[src/rtl/robot_pkg.sv]
// Shared definitions for the robot navigation blocks.
//   state_e  : wall-follower controller states
//   ROT_CW / ROT_CCW : encoding of the rotation direction output
package robot_pkg;

    typedef enum logic [1:0] {
        SEARCH = 2'd0,
        FOLLOW = 2'd1,
        REACQ  = 2'd2,
        STUCK  = 2'd3
    } state_e;

    localparam logic ROT_CW  = 1'b0;
    localparam logic ROT_CCW = 1'b1;

endpackage

[src/rtl/sat_counter.sv]
// Saturating up-counter, reusable by any robot block that counts events.
//   clk   : rising-edge clock
//   reset : synchronous, active-high clear
//   inc   : count one event this cycle
//   count : current count, sticks at all-ones instead of wrapping
module sat_counter #(
    parameter int W = 8
) (
    input  logic         clk,
    input  logic         reset,
    input  logic         inc,
    output logic [W-1:0] count
);

    logic [W-1:0] count_q;

    always_ff @(posedge clk) begin
        if (reset) begin
            count_q <= '0;
        end else if (inc && (count_q != {W{1'b1}})) begin
            count_q <= count_q + W'(1);
        end
    end

    assign count = count_q;

endmodule

[src/rtl/wall_follower.sv]
// Wall-following navigation controller with stuck detection.
//   clk, reset        : rising-edge clock, synchronous active-high reset
//   en                : run enable; low freezes state/counters and gates moves
//   head, left, right : obstacle ahead / wall left / wall right
//   resume            : one-cycle request to leave STUCK (works even with en=0)
//   front, rotate     : Mealy movement commands, never both high
//   rot_dir           : 0 = clockwise, 1 = counter-clockwise (valid with rotate)
//   stuck             : high while in STUCK
//   moves             : saturating count of front cycles
module wall_follower
    import robot_pkg::*;
#(
    parameter int SIDE    = 0,
    parameter int MAX_ROT = 4,
    parameter int CNT_W   = 8
) (
    input  logic             clk,
    input  logic             reset,
    input  logic             en,
    input  logic             head,
    input  logic             left,
    input  logic             right,
    input  logic             resume,
    output logic             front,
    output logic             rotate,
    output logic             rot_dir,
    output logic             stuck,
    output logic [CNT_W-1:0] moves
);

    localparam int             RW       = $clog2(MAX_ROT + 1);
    localparam logic [RW-1:0]  LAST_ROT = RW'(MAX_ROT - 1);
    // "away" turns the followed wall behind us; "toward" turns back onto it
    localparam logic           AWAY     = (SIDE == 0) ? ROT_CW : ROT_CCW;
    localparam logic           TOWARD   = ~AWAY;

    state_e        state_q, state_d;
    logic [RW-1:0] rot_cnt_q, rot_cnt_d;
    logic          ws;

    assign ws = (SIDE == 0) ? left : right;

    always_ff @(posedge clk) begin
        if (reset) begin
            state_q   <= SEARCH;
            rot_cnt_q <= '0;
        end else begin
            state_q   <= state_d;
            rot_cnt_q <= rot_cnt_d;
        end
    end

    always_comb begin
        state_d   = state_q;
        rot_cnt_d = rot_cnt_q;
        front     = 1'b0;
        rotate    = 1'b0;
        rot_dir   = AWAY;

        if (state_q == STUCK) begin
            // resume bypasses en so a disabled robot can still be re-armed
            if (resume) begin
                state_d   = SEARCH;
                rot_cnt_d = '0;
            end
        end else if (en) begin
            case (state_q)
                SEARCH: begin
                    if (head) begin
                        rotate  = 1'b1;
                        state_d = FOLLOW;
                    end else begin
                        front = 1'b1;
                        if (ws) state_d = FOLLOW;
                    end
                end
                FOLLOW: begin
                    if (head) begin
                        rotate = 1'b1;
                    end else if (ws) begin
                        front = 1'b1;
                    end else begin
                        rotate  = 1'b1;
                        rot_dir = TOWARD;
                        state_d = REACQ;
                    end
                end
                REACQ: begin
                    state_d = FOLLOW;
                    if (head) rotate = 1'b1;
                    else      front  = 1'b1;
                end
                default: ;
            endcase

            if (front) begin
                rot_cnt_d = '0;
            end
            if (rotate) begin
                rot_cnt_d = rot_cnt_q + RW'(1);
                // the last permitted rotation is still issued, then we give up
                if (rot_cnt_q == LAST_ROT) state_d = STUCK;
            end
        end
    end

    assign stuck = (state_q == STUCK);

    sat_counter #(.W(CNT_W)) u_moves (
        .clk   (clk),
        .reset (reset),
        .inc   (front),
        .count (moves)
    );

endmodule

[config.mk]
export PLATFORM = sky130hd
export DESIGN_NAME = wall_follower
export DESIGN_NICKNAME = d
export VERILOG_FILES = /design/src/rtl/robot_pkg.sv /design/src/rtl/sat_counter.sv /design/src/rtl/wall_follower.sv
export SDC_FILE = /design/constraint.sdc
export NUM_CORES = 1
export LEC_CHECK = 0
export CAP_MARGIN = 20
export CELL_PAD_IN_SITES_DETAIL_PLACEMENT = 1
export CELL_PAD_IN_SITES_GLOBAL_PLACEMENT = 1
export CORE_MARGIN = 10
export CORE_UTILIZATION = 36
export DETAILED_ROUTE_END_ITERATION = 16
export MAX_ROUTING_LAYER = met4
export PLACE_DENSITY = 0.82
export SLEW_MARGIN = 5
export SYNTH_ARGS = -nofsm -noshare
export SYNTH_HDL_FRONTEND = slang
export SYNTH_SLANG_ARGS = --single-unit
[constraint.sdc]
create_clock -name clk -period 3.6 [get_ports clk]
set_input_delay 0.9 -clock clk [delete_from_list [all_inputs] [get_ports clk]]
set_output_delay 0.9 -clock clk [all_outputs]
set_load 0.02 [all_outputs]
Yosys cells after proc, flatten, opt, wreduce, memory -nomap -nowiden --
Cells that the tools add are included.
Storage, ports and cells: output and inout port bits 12, logic and storage cells 53, input port bits 7, flip-flop bits (word level) 13
Cells by class: add/sub/neg operators 2, reductions and logical operators 7, muxes and demuxes 35, eq/ne operators 6
Operator list (count):
- $mux 1 | 18
- $mux 2 | 9
- $mux 3 | 5
- $add 8x1->8 const B | 1
- $ne 8x8->1 const B | 1
- $pmux 2 s3 | 1
- $eq 2x2->1 const B | 2
- $pmux 1 s2 | 2
- $add 3x1->3 const B | 1
- $eq 3x2->1 const B | 1
- $reduce_and 3->1 | 1
- $reduce_bool 3->1 | 1
- $eq 2x1->1 const B | 1
- $logic_not 2->1 | 1
- $ne 2x2->1 const B | 1
- $reduce_and 2->1 | 1
- $reduce_bool 2->1 | 1
- $reduce_or 2->1 | 1
- $logic_and 1x1->1 | 1

Longest topological paths before layout --
depth in word-level cells 9, gate-level depth with buffers 6, depth with buffers taken out 5

Cells and area by module --
Synthesis repeated with hierarchy kept, for this count alone.
Second synthesis, totals: cell total of the unflattened synthesis 86, area, all modules 778.2 µm²
By module, submodules not included:
- sat_counter | area an instance 430.4 µm², cells an instance 46, instances 1, seq. area each 160.2 µm²
- wall_follower | area an instance 347.8 µm², cells an instance 40, instances 1, seq. area each 100.1 µm²

Worst setup path after synthesis --
Ideal clock, no wire load.
path kind input port to output port, start input left, end output rot_dir, buffers on the path 0, arrival time 1740 ps, path slack 960 ps, stages on the path 2, required time 2700 ps, cell sequence nor2_1 > nor4b_1
On the way: cells in the longest elaborated chain, start to end 5
Ends and longest elaborated chain:
- start: declaration | line wall_follower.sv:21 | input logic left,
- $mux 1 | line wall_follower.sv:80 | end else if (ws) begin
- $mux 1 | line wall_follower.sv:78 | if (head) begin
- $mux 1 | line wall_follower.sv:67 | case (state_q)
- $mux 1 | line wall_follower.sv:66 | end else if (en) begin
- $mux 1 | line wall_follower.sv:60 | if (state_q == STUCK) begin
- end: declaration | line wall_follower.sv:26 | output logic rot_dir,
No other way between the ends.

Worst setup path after layout --
start input en, end output rot_dir
On the way: cells in the longest elaborated chain, start to end 2
Ends and longest elaborated chain:
- start: declaration | line wall_follower.sv:19 | input logic en,
- $mux 1 | line wall_follower.sv:66
- $mux 1 | line wall_follower.sv:60
No other way between the ends.

==> impl_metrics.csv <==
group,metric,value,unit
critical_path,rrSetupSlack,1.99,ns
global_route,grt_pass1_vias,664,
floorplanning,design.die.area,4070,µm²
power,powerDensity,307,nW/µm²
floorplanning,core,1760,µm²
finish,final_common_cell,"clkdlybuf4s50_1",
detailed_routing,drc,0,
cts,htree_num_levels,1,
critical_path,path_class,"input pin to output port",
synthesis,ys_ff_latch,13,
cts,insertion_delay,0.28,ns
global_route,grt_antenna_before_repair,0,
sta,worstMarginPinSlew,0.498,ns
cts,post_cts_buffers,0,
synthesis,synth_edf_count,0,
synthesis,synthMuxAreaShare,0.0454,
global_route,grt_pass1_wl,3.16,mm
critical_path,cp_max_fo,6,
detailed_routing,wire_per_inst,14.3,µm
synthesis,ys_async_sr_fraction,0,
hold_path,min_path_type,"register to register",
cts,cts_sinks,13,
sta,slew_violations,0,
sta,hold_viol,0,
finish,areaGrowthSynthToFinish,32.5,%
sta,setup_viol,0,
synthesis,synth_seq_area_share,0.377,
detailed_routing,first_iter_violations,13,
detailed_routing,ant_nets,0,
sta,clock.fmax,292,MHz
global_route,gr-total-overflow,0,
critical_path,start_kind,"input pin",
cts,cts_resized,0,
finish,drive_gt1_frac,0.0686,
cts,cts-buffers-inserted,3,
detailed_routing,avgViaCountPerCell,5.30,
synthesis,synth_top_family_by_area,"simple AND/OR/NAND/NOR gates",
synthesis,yosys.area_share.adder,0.0544,
sta,setup_slack,0.176,ns
placed_design,gp_congestion,0.695,
placed_design,hpwlAfterDp,1.41,mm
power,power,0.000280,W
sta,relSlewSlack,0.667,
detailed_routing,drtPass1Iterations,4,
floorplanning,initial_core_util,0.391,
detailed_routing,wl,1.81,mm
critical_path,arrival,2.52,ns
finish,fin_nets,113,
sta,finalCriticalPeriod,3.42,ns
global_route,grt.total_usage,0.0990,
cts,clkTransAtPathRegs,0.08,ns
finish,final_cell_mix,"clkdlybuf4s50_1, dfxtp_1, a21oi_1",
placed_design,portBuffers,17,
synthesis,syn_nets,92,
cts,root_buffer,"clkbuf_4",
status,status,"complete, no violations",
cts,hold_buffers,0,
synthesis,netlist_area,689,µm²
synthesis,ys_types,30,
global_route,grt_start_max_net_pins,15,
critical_path,end_kind,"output port",
synthesis,syn_area_per_cell,8.41,µm²
detailed_routing,vias,673,
floorplanning,num_rows,15,
floorplanning,die_h,63.8,µm
finish,diodes,0,
sta,tns,0,ns
sta,finClkSkew,0.000762,ns
synthesis,synth_flop_cell,"dfxtp_1",
power,vdd_drop_max,0.230,mV
sta,rsz0062_at_grt,"false",
critical_path,crit_required,2.70,ns
synthesis,synth_xor_area_frac,0,
power,p_leak,0.327,nW
flow_run,maxCapViolations,0,
floorplanning,die_x,63.8,µm
cts,cts_tree,"done",
synthesis,synth-simple-area-share,0.245,
cts,clock_path_buffers,2,
synthesis,syn_inst,82,
floorplanning,pin_count,19,
placed_design,pre_cts_slack,0.199,ns
sta,period_share,0.951,
synthesis,synth_compound_area_frac,0.229,
synthesis,yosys_warnings,0,
## final timing paths
path,start,cells after the start,end
min,rot_cnt_q[2],2,rot_cnt_q[2]
max reg2reg,state_q[1],5,u_moves.count[5]
max,en,4,rot_dir
min reg2reg,rot_cnt_q[2],2,rot_cnt_q[2]
## cell families after synthesis
| family | after synthesis |
|---|---|
| AND/OR/NAND/NOR | 30 |
| AO/OA/AOI/OAI | 25 |
| flip-flops | 13 |
| buffers and inverters | 8 |
| multiplexers | 3 |
| adder cells (fa/ha/maj) | 3 |
## metrics by stage
stage	instances	util	instance area, µm²	hold slack [ns]
2_1_floorplan	82	-	689	0.432
3_3_place_gp	123	0.503	887	0.441
3_5_place_dp	123	0.503	887	0.446
4_1_cts	127	0.518	913	0.457
5_1_grt	127	0.518	913	0.471
6_report	127	0.518	913	0.454
## sequential cells by signal, indices dropped and copies added, names as in the netlist
register,count
u_moves.count,8
rot_cnt_q,3
state_q,2
## report_power, final
group / internal [W] / switching (W) / total, W
sequential: 0.000147 / 0.00000350 / 0.000151
clock: 0.0000430 / 0.0000500 / 0.0000930
combinational: 0.0000171 / 0.0000197 / 0.0000368
total: 0.000207 / 0.0000732 / 0.000280
## worst max-delay path, stage by stage
cell and delay [ns]:
clkdlybuf4s50_1 0.58, inv_1 0.11, nor4b_1 0.26, clkdlybuf4s50_1 0.67
## cell type report
| type | count | area (µm²) |
|---|---|---|
| Tap cell | 25 | 31.3 |
| Timing Repair Buffer | 18 | 178 |
| Inverter | 6 | 22.5 |
| Clock buffer | 4 | 26.3 |
| Sequential cell | 13 | 260 |
| Fill cell | 229 | 851 |
| Multi-Input combinational cell | 61 | 395 |
## per-layer routing
metal / routed length, µm / part of all wire / vias to the layer above / GRT usage
li1: - / - / 344 / -
met5: 0 / 0 / - / -
met1: 853 / 0.47 / 316 / 0.112
met3: 77 / 0.042 / 4 / 0.0331
met2: 841 / 0.46 / 9 / 0.153
met4: 40 / 0.022 / 0 / 0.0492
## synth_stat cells (2+ instances only)
master   number  area share
ha_1          3       0.054
nor2_1        4       0.022
inv_1         6       0.033
nor2b_1       3       0.027
o31ai_1       4       0.044
o21ai_0       4       0.029
nand2_1       6       0.033
o41ai_1       2       0.025
mux2i_1       2       0.029
nand3_1       3       0.022
or4_1         4       0.044
a21oi_1      10       0.073
or3_1         2       0.018
dfxtp_1      13        0.38
(Power assumes the default switching activity.)
